$ cat config.mk
export PLATFORM = sky130hd
export DESIGN_NAME = mult_div_unit_flat
export DESIGN_NICKNAME = d
export VERILOG_FILES = /design/src/rtl/mult_div_unit_if.sv /design/src/rtl/mult_div_unit.sv /design/src/flat_wrapper.sv
export SDC_FILE = /design/constraint.sdc
export NUM_CORES = 1
export LEC_CHECK = 0
export CAP_MARGIN = 0
export CORE_MARGIN = 1.5
export CORE_UTILIZATION = 62
export CTS_BUF_LIST = sky130_fd_sc_hd__clkbuf_8
export DETAILED_ROUTE_END_ITERATION = 10
export GPL_TIMING_DRIVEN = 0
export PLACE_DENSITY = 0.94
export SYNTH_ARGS = -nofsm -noshare
export SYNTH_HDL_FRONTEND = slang
export SYNTH_SLANG_ARGS = --single-unit
$ cat constraint.sdc
create_clock -name clock -period 7 [get_ports clock]
set_clock_uncertainty 0.15 [all_clocks]
set_input_delay 1.4 -clock clock [delete_from_list [all_inputs] [get_ports clock]]
set_output_delay 1.4 -clock clock [all_outputs]
set_load 0.005 [all_outputs]
$ cat src/rtl/mult_div_unit_if.sv
// mult_div_unit_if: request/response bundle between the datapath and the
// iterative multiply/divide unit.
//   start, alu_ctrl, a, b           : request from the datapath
//   busy, done, div_by_zero, stall  : status back to the datapath
//   hi, lo                          : committed HI/LO registers
//   result                          : MFHI/MFLO read-back (combinational)
interface mult_div_unit_if #(
  parameter int unsigned WIDTH = 32
);
  logic             start;
  logic [3:0]       alu_ctrl;
  logic [WIDTH-1:0] a;
  logic [WIDTH-1:0] b;
  logic             busy;
  logic             done;
  logic             div_by_zero;
  logic             stall;
  logic [WIDTH-1:0] hi;
  logic [WIDTH-1:0] lo;
  logic [WIDTH-1:0] result;

  // Unit side
  modport slave (
    input  start, alu_ctrl, a, b,
    output busy, done, div_by_zero, stall, hi, lo, result
  );

  // Datapath side
  modport master (
    output start, alu_ctrl, a, b,
    input  busy, done, div_by_zero, stall, hi, lo, result
  );
endinterface

$ cat src/rtl/mult_div_unit.sv
// mult_div_unit: iterative unsigned MULTU / DIVU with architectural HI/LO.
// One radix-2 step per cycle, WIDTH steps per operation; HI/LO change only at
// commit or reset. MFHI/MFLO are served combinationally from committed HI/LO.
// Ports:
//   clock  : rising-edge clock
//   reset  : synchronous, active-high
//   bus    : mult_div_unit_if.slave (request, status, HI/LO, result)
module mult_div_unit #(
  parameter int unsigned WIDTH = 32
) (
  input  logic           clock,
  input  logic           reset,
  mult_div_unit_if.slave bus
);

  localparam int unsigned W2    = 2 * WIDTH;
  localparam int unsigned CNT_W = (WIDTH > 1) ? $clog2(WIDTH) : 1;
  localparam logic [CNT_W-1:0] LAST_CNT = CNT_W'(WIDTH - 1);

  localparam logic [3:0] MULTU_AC = 4'd7;
  localparam logic [3:0] DIVU_AC  = 4'd8;
  localparam logic [3:0] MFHI_AC  = 4'd9;
  localparam logic [3:0] MFLO_AC  = 4'd10;

  typedef enum logic [1:0] {
    S_IDLE = 2'd0,
    S_RUN  = 2'd1,
    S_DONE = 2'd2
  } state_t;

  state_t           state_q, state_d;
  logic             op_div_q, op_div_d;
  logic [W2-1:0]    acc_q, acc_d;
  logic [WIDTH-1:0] opnd_q, opnd_d;
  logic [CNT_W-1:0] count_q, count_d;
  logic [WIDTH-1:0] hi_q, hi_d;
  logic [WIDTH-1:0] lo_q, lo_d;
  logic             busy_q, busy_d;
  logic             done_q, done_d;
  logic             dbz_q, dbz_d;

  logic             accept_c;
  logic [WIDTH:0]   mul_sum;
  logic [W2-1:0]    mul_next;
  logic [WIDTH:0]   rem_sh;
  logic [WIDTH-1:0] rem_diff;
  logic             rem_ge;
  logic [W2-1:0]    div_next;
  logic [W2-1:0]    step_next;

  // New MULTU/DIVU is taken only when no operation is in flight
  assign accept_c = bus.start
                 && ((bus.alu_ctrl == MULTU_AC) || (bus.alu_ctrl == DIVU_AC))
                 && (state_q != S_RUN);

  // Multiply step: acc = {partial product, remaining multiplier bits};
  // the carry out of the upper-half add is shifted back into the MSB.
  always_comb begin
    mul_sum  = {1'b0, acc_q[W2-1:WIDTH]} + {1'b0, opnd_q};
    mul_next = acc_q[0] ? {mul_sum, acc_q[WIDTH-1:1]}
                        : {1'b0, acc_q[W2-1:1]};
  end

  // Restoring divide step: acc = {remainder, dividend/quotient}. The shifted
  // remainder needs WIDTH+1 bits; the kept difference always fits in WIDTH.
  always_comb begin
    rem_sh   = acc_q[W2-1:WIDTH-1];
    rem_ge   = (rem_sh >= {1'b0, opnd_q});
    rem_diff = WIDTH'(rem_sh - {1'b0, opnd_q});
    div_next = rem_ge ? {rem_diff, acc_q[WIDTH-2:0], 1'b1}
                      : {acc_q[W2-2:0], 1'b0};
  end

  assign step_next = op_div_q ? div_next : mul_next;

  // Next-state and datapath control
  always_comb begin
    state_d  = state_q;
    op_div_d = op_div_q;
    acc_d    = acc_q;
    opnd_d   = opnd_q;
    count_d  = count_q;
    hi_d     = hi_q;
    lo_d     = lo_q;
    dbz_d    = 1'b0;

    case (state_q)
      S_IDLE, S_DONE: begin
        if (accept_c) begin
          op_div_d = (bus.alu_ctrl == DIVU_AC);
          // Divide seeds the low half with the dividend, multiply with the multiplier
          acc_d    = (bus.alu_ctrl == DIVU_AC) ? {{WIDTH{1'b0}}, bus.a}
                                               : {{WIDTH{1'b0}}, bus.b};
          opnd_d   = (bus.alu_ctrl == DIVU_AC) ? bus.b : bus.a;
          count_d  = '0;
          state_d  = S_RUN;
        end else begin
          state_d  = S_IDLE;
        end
      end

      S_RUN: begin
        if (op_div_q && (opnd_q == '0)) begin
          // Divide by zero short-circuits: HI keeps the dividend, LO all ones
          hi_d    = acc_q[WIDTH-1:0];
          lo_d    = {WIDTH{1'b1}};
          dbz_d   = 1'b1;
          state_d = S_DONE;
        end else begin
          acc_d   = step_next;
          count_d = count_q + CNT_W'(1);
          if (count_q == LAST_CNT) begin
            hi_d    = step_next[W2-1:WIDTH];
            lo_d    = step_next[WIDTH-1:0];
            state_d = S_DONE;
          end
        end
      end

      default: begin
        state_d = S_IDLE;
      end
    endcase

    busy_d = (state_d == S_RUN);
    done_d = (state_d == S_DONE);
  end

  // State and datapath registers
  always_ff @(posedge clock) begin
    if (reset) begin
      state_q  <= S_IDLE;
      op_div_q <= 1'b0;
      acc_q    <= '0;
      opnd_q   <= '0;
      count_q  <= '0;
      hi_q     <= '0;
      lo_q     <= '0;
      busy_q   <= 1'b0;
      done_q   <= 1'b0;
      dbz_q    <= 1'b0;
    end else begin
      state_q  <= state_d;
      op_div_q <= op_div_d;
      acc_q    <= acc_d;
      opnd_q   <= opnd_d;
      count_q  <= count_d;
      hi_q     <= hi_d;
      lo_q     <= lo_d;
      busy_q   <= busy_d;
      done_q   <= done_d;
      dbz_q    <= dbz_d;
    end
  end

  assign bus.busy        = busy_q;
  assign bus.done        = done_q;
  assign bus.div_by_zero = dbz_q;
  assign bus.hi          = hi_q;
  assign bus.lo          = lo_q;

  // Stall covers the accept cycle as well as the whole run
  assign bus.stall = (state_q == S_RUN) || accept_c;

  // Move-from reads the committed registers, so in-flight work is never visible
  assign bus.result = (bus.alu_ctrl == MFHI_AC) ? hi_q :
                      (bus.alu_ctrl == MFLO_AC) ? lo_q : '0;

endmodule
$ cat src/flat_wrapper.sv
// flat-port wrapper written by rule: the top's interface ports become plain ports
module mult_div_unit_flat 
#(
  parameter int unsigned WIDTH = 32
)
  (clock, reset, bus_start, bus_alu_ctrl, bus_a, bus_b, bus_busy, bus_done, bus_div_by_zero, bus_stall, bus_hi, bus_lo, bus_result);
  mult_div_unit_if #(.WIDTH(WIDTH)) bus_i ();
  input  logic clock;
  input  logic reset;
  input wire logic [$bits(bus_i.start)-1:0] bus_start;
  input wire logic [$bits(bus_i.alu_ctrl)-1:0] bus_alu_ctrl;
  input wire logic [$bits(bus_i.a)-1:0] bus_a;
  input wire logic [$bits(bus_i.b)-1:0] bus_b;
  output wire logic [$bits(bus_i.busy)-1:0] bus_busy;
  output wire logic [$bits(bus_i.done)-1:0] bus_done;
  output wire logic [$bits(bus_i.div_by_zero)-1:0] bus_div_by_zero;
  output wire logic [$bits(bus_i.stall)-1:0] bus_stall;
  output wire logic [$bits(bus_i.hi)-1:0] bus_hi;
  output wire logic [$bits(bus_i.lo)-1:0] bus_lo;
  output wire logic [$bits(bus_i.result)-1:0] bus_result;
  assign bus_i.start = bus_start;
  assign bus_i.alu_ctrl = bus_alu_ctrl;
  assign bus_i.a = bus_a;
  assign bus_i.b = bus_b;
  assign bus_busy = bus_i.busy;
  assign bus_done = bus_i.done;
  assign bus_div_by_zero = bus_i.div_by_zero;
  assign bus_stall = bus_i.stall;
  assign bus_hi = bus_i.hi;
  assign bus_lo = bus_i.lo;
  assign bus_result = bus_i.result;
  mult_div_unit #(.WIDTH(WIDTH)) u_core (.clock(clock), .reset(reset), .bus(bus_i));
endmodule
Word level (Yosys, flattened, before mapping) --
Index checks and enable logic that the tools add are counted.
Storage, ports and cells: flip-flop bits (word level) 171, input port bits 71, logic and storage cells 63, output and inout port bits 100
Cells by class: $lt $le $gt $ge 1, equal/unequal tests 12, add/sub/neg operators 3, bitwise logic cells 1, multiplexer cells 22, reductions and logical operators 14
Operators by type and width (number):
- 64-bit 2-to-1 mux | 5
- 32-bit 2-to-1 mux | 8
- 64-bit case mux with 2 select lines | 1
- 32-bit by 32-bit adder with 33-bit output | 1
- 33-bit by 32-bit >= comparator with 1-bit output | 1
- 32-bit zero test | 1
- 32-bit subtractor | 1
- 4-bit equality test (second input constant) | 3
- 5-bit 2-to-1 mux | 2
- 5-bit case mux with 2 select lines | 1
- 5-bit by 1-bit adder with 5-bit output (second input constant) | 1
- 5-bit equality test (second input constant) | 1
- 2-bit by 1-bit equality test with 1-bit output (second input constant) | 2
- 2-bit equality test (second input constant) | 2
- 4-bit by 3-bit equality test with 1-bit output (second input constant) | 1
- 2-bit 2-to-1 mux | 2
- 2-bit by 1-bit inequality test with 1-bit output (second input constant) | 2
- 2-bit case mux with 2 select lines | 1
- 2-bit AND reduction | 2
- 2-bit nonzero test | 2
- 2-bit OR reduction | 2
- 1-bit logical AND | 3
- 3-bit AND reduction | 1
- 2-bit zero test | 1
- other kinds (4) | 6

Depth between registers and ports, before layout --
depth after elaboration 7, gate-level depth with buffers 14

Worst setup path before layout --
OpenSTA, ideal clock, no wires.
path kind input to output, start point input port bus_alu_ctrl[2], end point output port bus_result[10], buffers on the path 1, data required time 5.450 ns, path slack 3.022 ns, arrival time 2.428 ns, stages 4, cell sequence nand2b_1 nor3b_1 clkbuf_1 a22o_1
Between the ends: longest elaborated chain between the ends 3
RTL lines:
- start: declaration | line flat_wrapper.sv:11 | input wire logic [$bits(bus_i.alu_ctrl)-1:0] bus_alu_ctrl;
- 4-bit equality test | line mult_div_unit.sv:167 | (bus.alu_ctrl == MFLO_AC) ? lo_q : '0;
- 32-bit 2-to-1 mux | line mult_div_unit.sv:167
- 32-bit 2-to-1 mux (*) | line mult_div_unit.sv:166 | assign bus.result = (bus.alu_ctrl == MFHI_AC) ? hi_q :
- end: declaration | line flat_wrapper.sv:20 | output wire logic [$bits(bus_i.result)-1:0] bus_result;
Mark *: on every way between the ends. The rest lies on a longest branch, timed or not.

Final worst setup path --
start point input port bus_alu_ctrl[2], end point output port bus_result[27]
The elaborated chain is that of the path after synthesis.

==> results.yml <==
outcome:
  status: "complete, no violations"
cells_and_area:
  final_area_um2: 14800
  final_common_cell: "nor2_1"
  final_nets: 1905
  layout-drive-gt1-share_pct: 6.41
  final_cell_mix: "nor2_1 (228), dfxtp_1 (171), clkdlybuf4s50_1 (170)"
  syn_to_final_growth_pct: 19.5
routing:
  dr.pass1.iters: 7
  vias_per_cell: 6.98
  num_vias: 14300
  wl_per_cell_um: 24.2
  wl_um: 49400
  postRouteAntennaNets: 0
  drt_iter0_drc: 1901
  drc: 0
hold_path:
  min_path_type: "reg -> reg"
  hp-start: "u_core.count_q[4]"
setup_path:
  crit_fanout: 10
  r2r-start: "u_core.acc_q[31]"
  endpoint_kind: "primary output"
  criticalPathCategory: "in -> out"
  critPathMostFrequentCell: "clkdlybuf4s50_1"
  startpoint: "bus_alu_ctrl[2]"
  max_stage_delay_ns: 0.58
  cp_data_arrival_time_ns: 3.87
  cp.required_ns: 5.45
  cp-start-kind: "primary input"
  cp_cell_sequence: "clkdlybuf4s50_1 -> nand2b_1 -> nor3b_1 -> clkbuf_1 -> a22o_1 -> clkdlybuf4s50_1"
  slowest_stage: "nor3b_1"
sta:
  setup_viol: 0
  final-hold-violation-count: 0
  period_needed_ns: 5.42
  rsz0062_at_grt: "false"
  finalHoldWorstSlack_ns: 0.347
  finalCritPeriodShare_pct: 77.4
  setup-tns-final_ns: 0
  slew_viol_final: 0
  max_freq_ghz: 0.185
  tightest_slew_ns: 1.41
  fin_ws_ns: 1.58
  max_slew_margin_pct: 5.07
global_routing:
  grt_use_total_pct: 46.8
  grt_pass1_vias: 13400
  grt_overflow: 0
  antenna_found_initial: 1
  grt_max_degree: 19
  grt_pass1_wl_um: 73900
cts:
  cts_inserted_buffers: 17
  hold_buffers: 0
  cts_resized: 0
  clock_sinks: 171
  post_cts_buffers: 0
  cts-root-buf: "clkbuf_8"
  clkTransAtPathRegs_ns: 0.10
  clock_latency_ns: 0.50
  cts.htree.levels: 4
  cts_tree: "done"
  cts_buffer_depth: 2
synth:
  yosys_warnings: 0
  syn_inst: 1577
  synthFlopType: "dfxtp_1"
  yosysTopAreaCellShare_pct: 27.6
  ys_seq_elements: 171
  yosysUniqueCellTypes: 79
  syn_area_um2: 12400
  yosysSeqAreaShare_pct: 27.6
  async_flop_share_pct: 0
  yosys-top-cells-area: "dfxtp_1 (28%), nor2_1 (6.9%), ha_1 (6.7%)"
  synth_edf_count: 0
  avgSynthCellArea_um2: 7.87
  synth_nets: 1716
  yosysTopAreaCell: "dfxtp_1"
die:
  die_w_um: 145
  dieArea_um2: 20900
  io_pins: 171
  initial_utilization_pct: 63.6
  coreArea_um2: 19500
  num_rows: 51
  dieHeight_um: 145
placed_design:
  routabilityCongestion: 1.06
  placedInstanceArea_um2: 14500
  place_ws_ns: 1.64
  hpwlAfterDp_um: 37700
  numPortBuffers: 170
pwr:
  leakage_nw: 5.68
  total_power_mw: 2.29
  power.density_nw_per_um2: 154
  ir_worst_vdd_mv: 0.130
job:
  drv_cap: 0
[through the flow]
stage,cells,utilization (%)
6_report,2045,76.0
5_1_grt,2044,76.0
4_1_cts,2044,76.0
3_5_place_dp,2012,74.0
3_3_place_gp,2012,74.0
2_1_floorplan,1577,-
[sequential cells by signal, indices dropped and copies added (netlist names), 2 cells and up]
| signal | flops |
|---|---|
| u_core.bus.hi | 32 |
| u_core.state_q | 2 |
| u_core.opnd_q | 32 |
| u_core.count_q | 5 |
| u_core.bus.lo | 32 |
| u_core.acc_q | 64 |
[critical path, delay by kind of cell]
kind,cells,cell delay (ns)
compound gates,1,0.24
simple gates,2,0.78
buf+inv,3,1.43
[logic make-up after synthesis]
group,Yosys count,synth area share [%]
adder cells (fa/ha/maj),68,6.97
buffers and inverters,165,5.36
XOR/XNOR,48,3.39
multiplexers,107,8.94
AO/OA/AOI/OAI,523,29.9
AND/OR/NAND/NOR,495,17.9
flip-flops,171,27.6
[cell usage after synthesis, types with 23 or more instances]
master and number:
nor2_1 228, dfxtp_1 171, nand2_1 118, a21oi_1 112
a211oi_1 81, clkbuf_1 78, mux2i_1 76, ha_1 66
inv_1 53, o21ai_0 51, a22o_1 50, o22ai_1 36
mux2_2 31, xnor2_1 29, a21o_1 24, a31oi_1 23
nor2b_1 23, nor3_1 23
[routing by layer]
metal / vias up / global-route usage (%) / part of all wire, %
li1: 6268 / - / -
met1: 6674 / 56.2 / 36
met2: 1099 / 76.7 / 45
met3: 236 / 13.5 / 14
met4: 0 / 23.1 / 5.2
met5: - / 0 / 0
[power breakdown]
part | switching [mW] | internal (mW) | total (mW) | leakage [nW]
logic | 0.359 | 0.207 | 0.566 | 4.10
clock network | 0.444 | 0.266 | 0.709 | 0.197
registers | 0.0249 | 0.989 | 1.01 | 1.38
[final timing paths]
check	to	slack (ns)	cells after the start
max	bus_result[27]	1.58	6
min	u_core.count_q[4]	0.35	2
max reg2reg	u_core.bus.hi[26]	2.62	13
min reg2reg	u_core.count_q[4]	0.35	2
[final cells by class]
class,count,area [um^2]
clock inverters,15,150
clock buffers,17,234
fillers,1420,4690
inverters,54,203
well taps,265,332
repair buffers,170,1700
flip-flops and latches,171,3420
multi-input cells,1241,8330
plain buffers,111,463
diodes,1,2.50
Power figures use the tool's default switching activity.
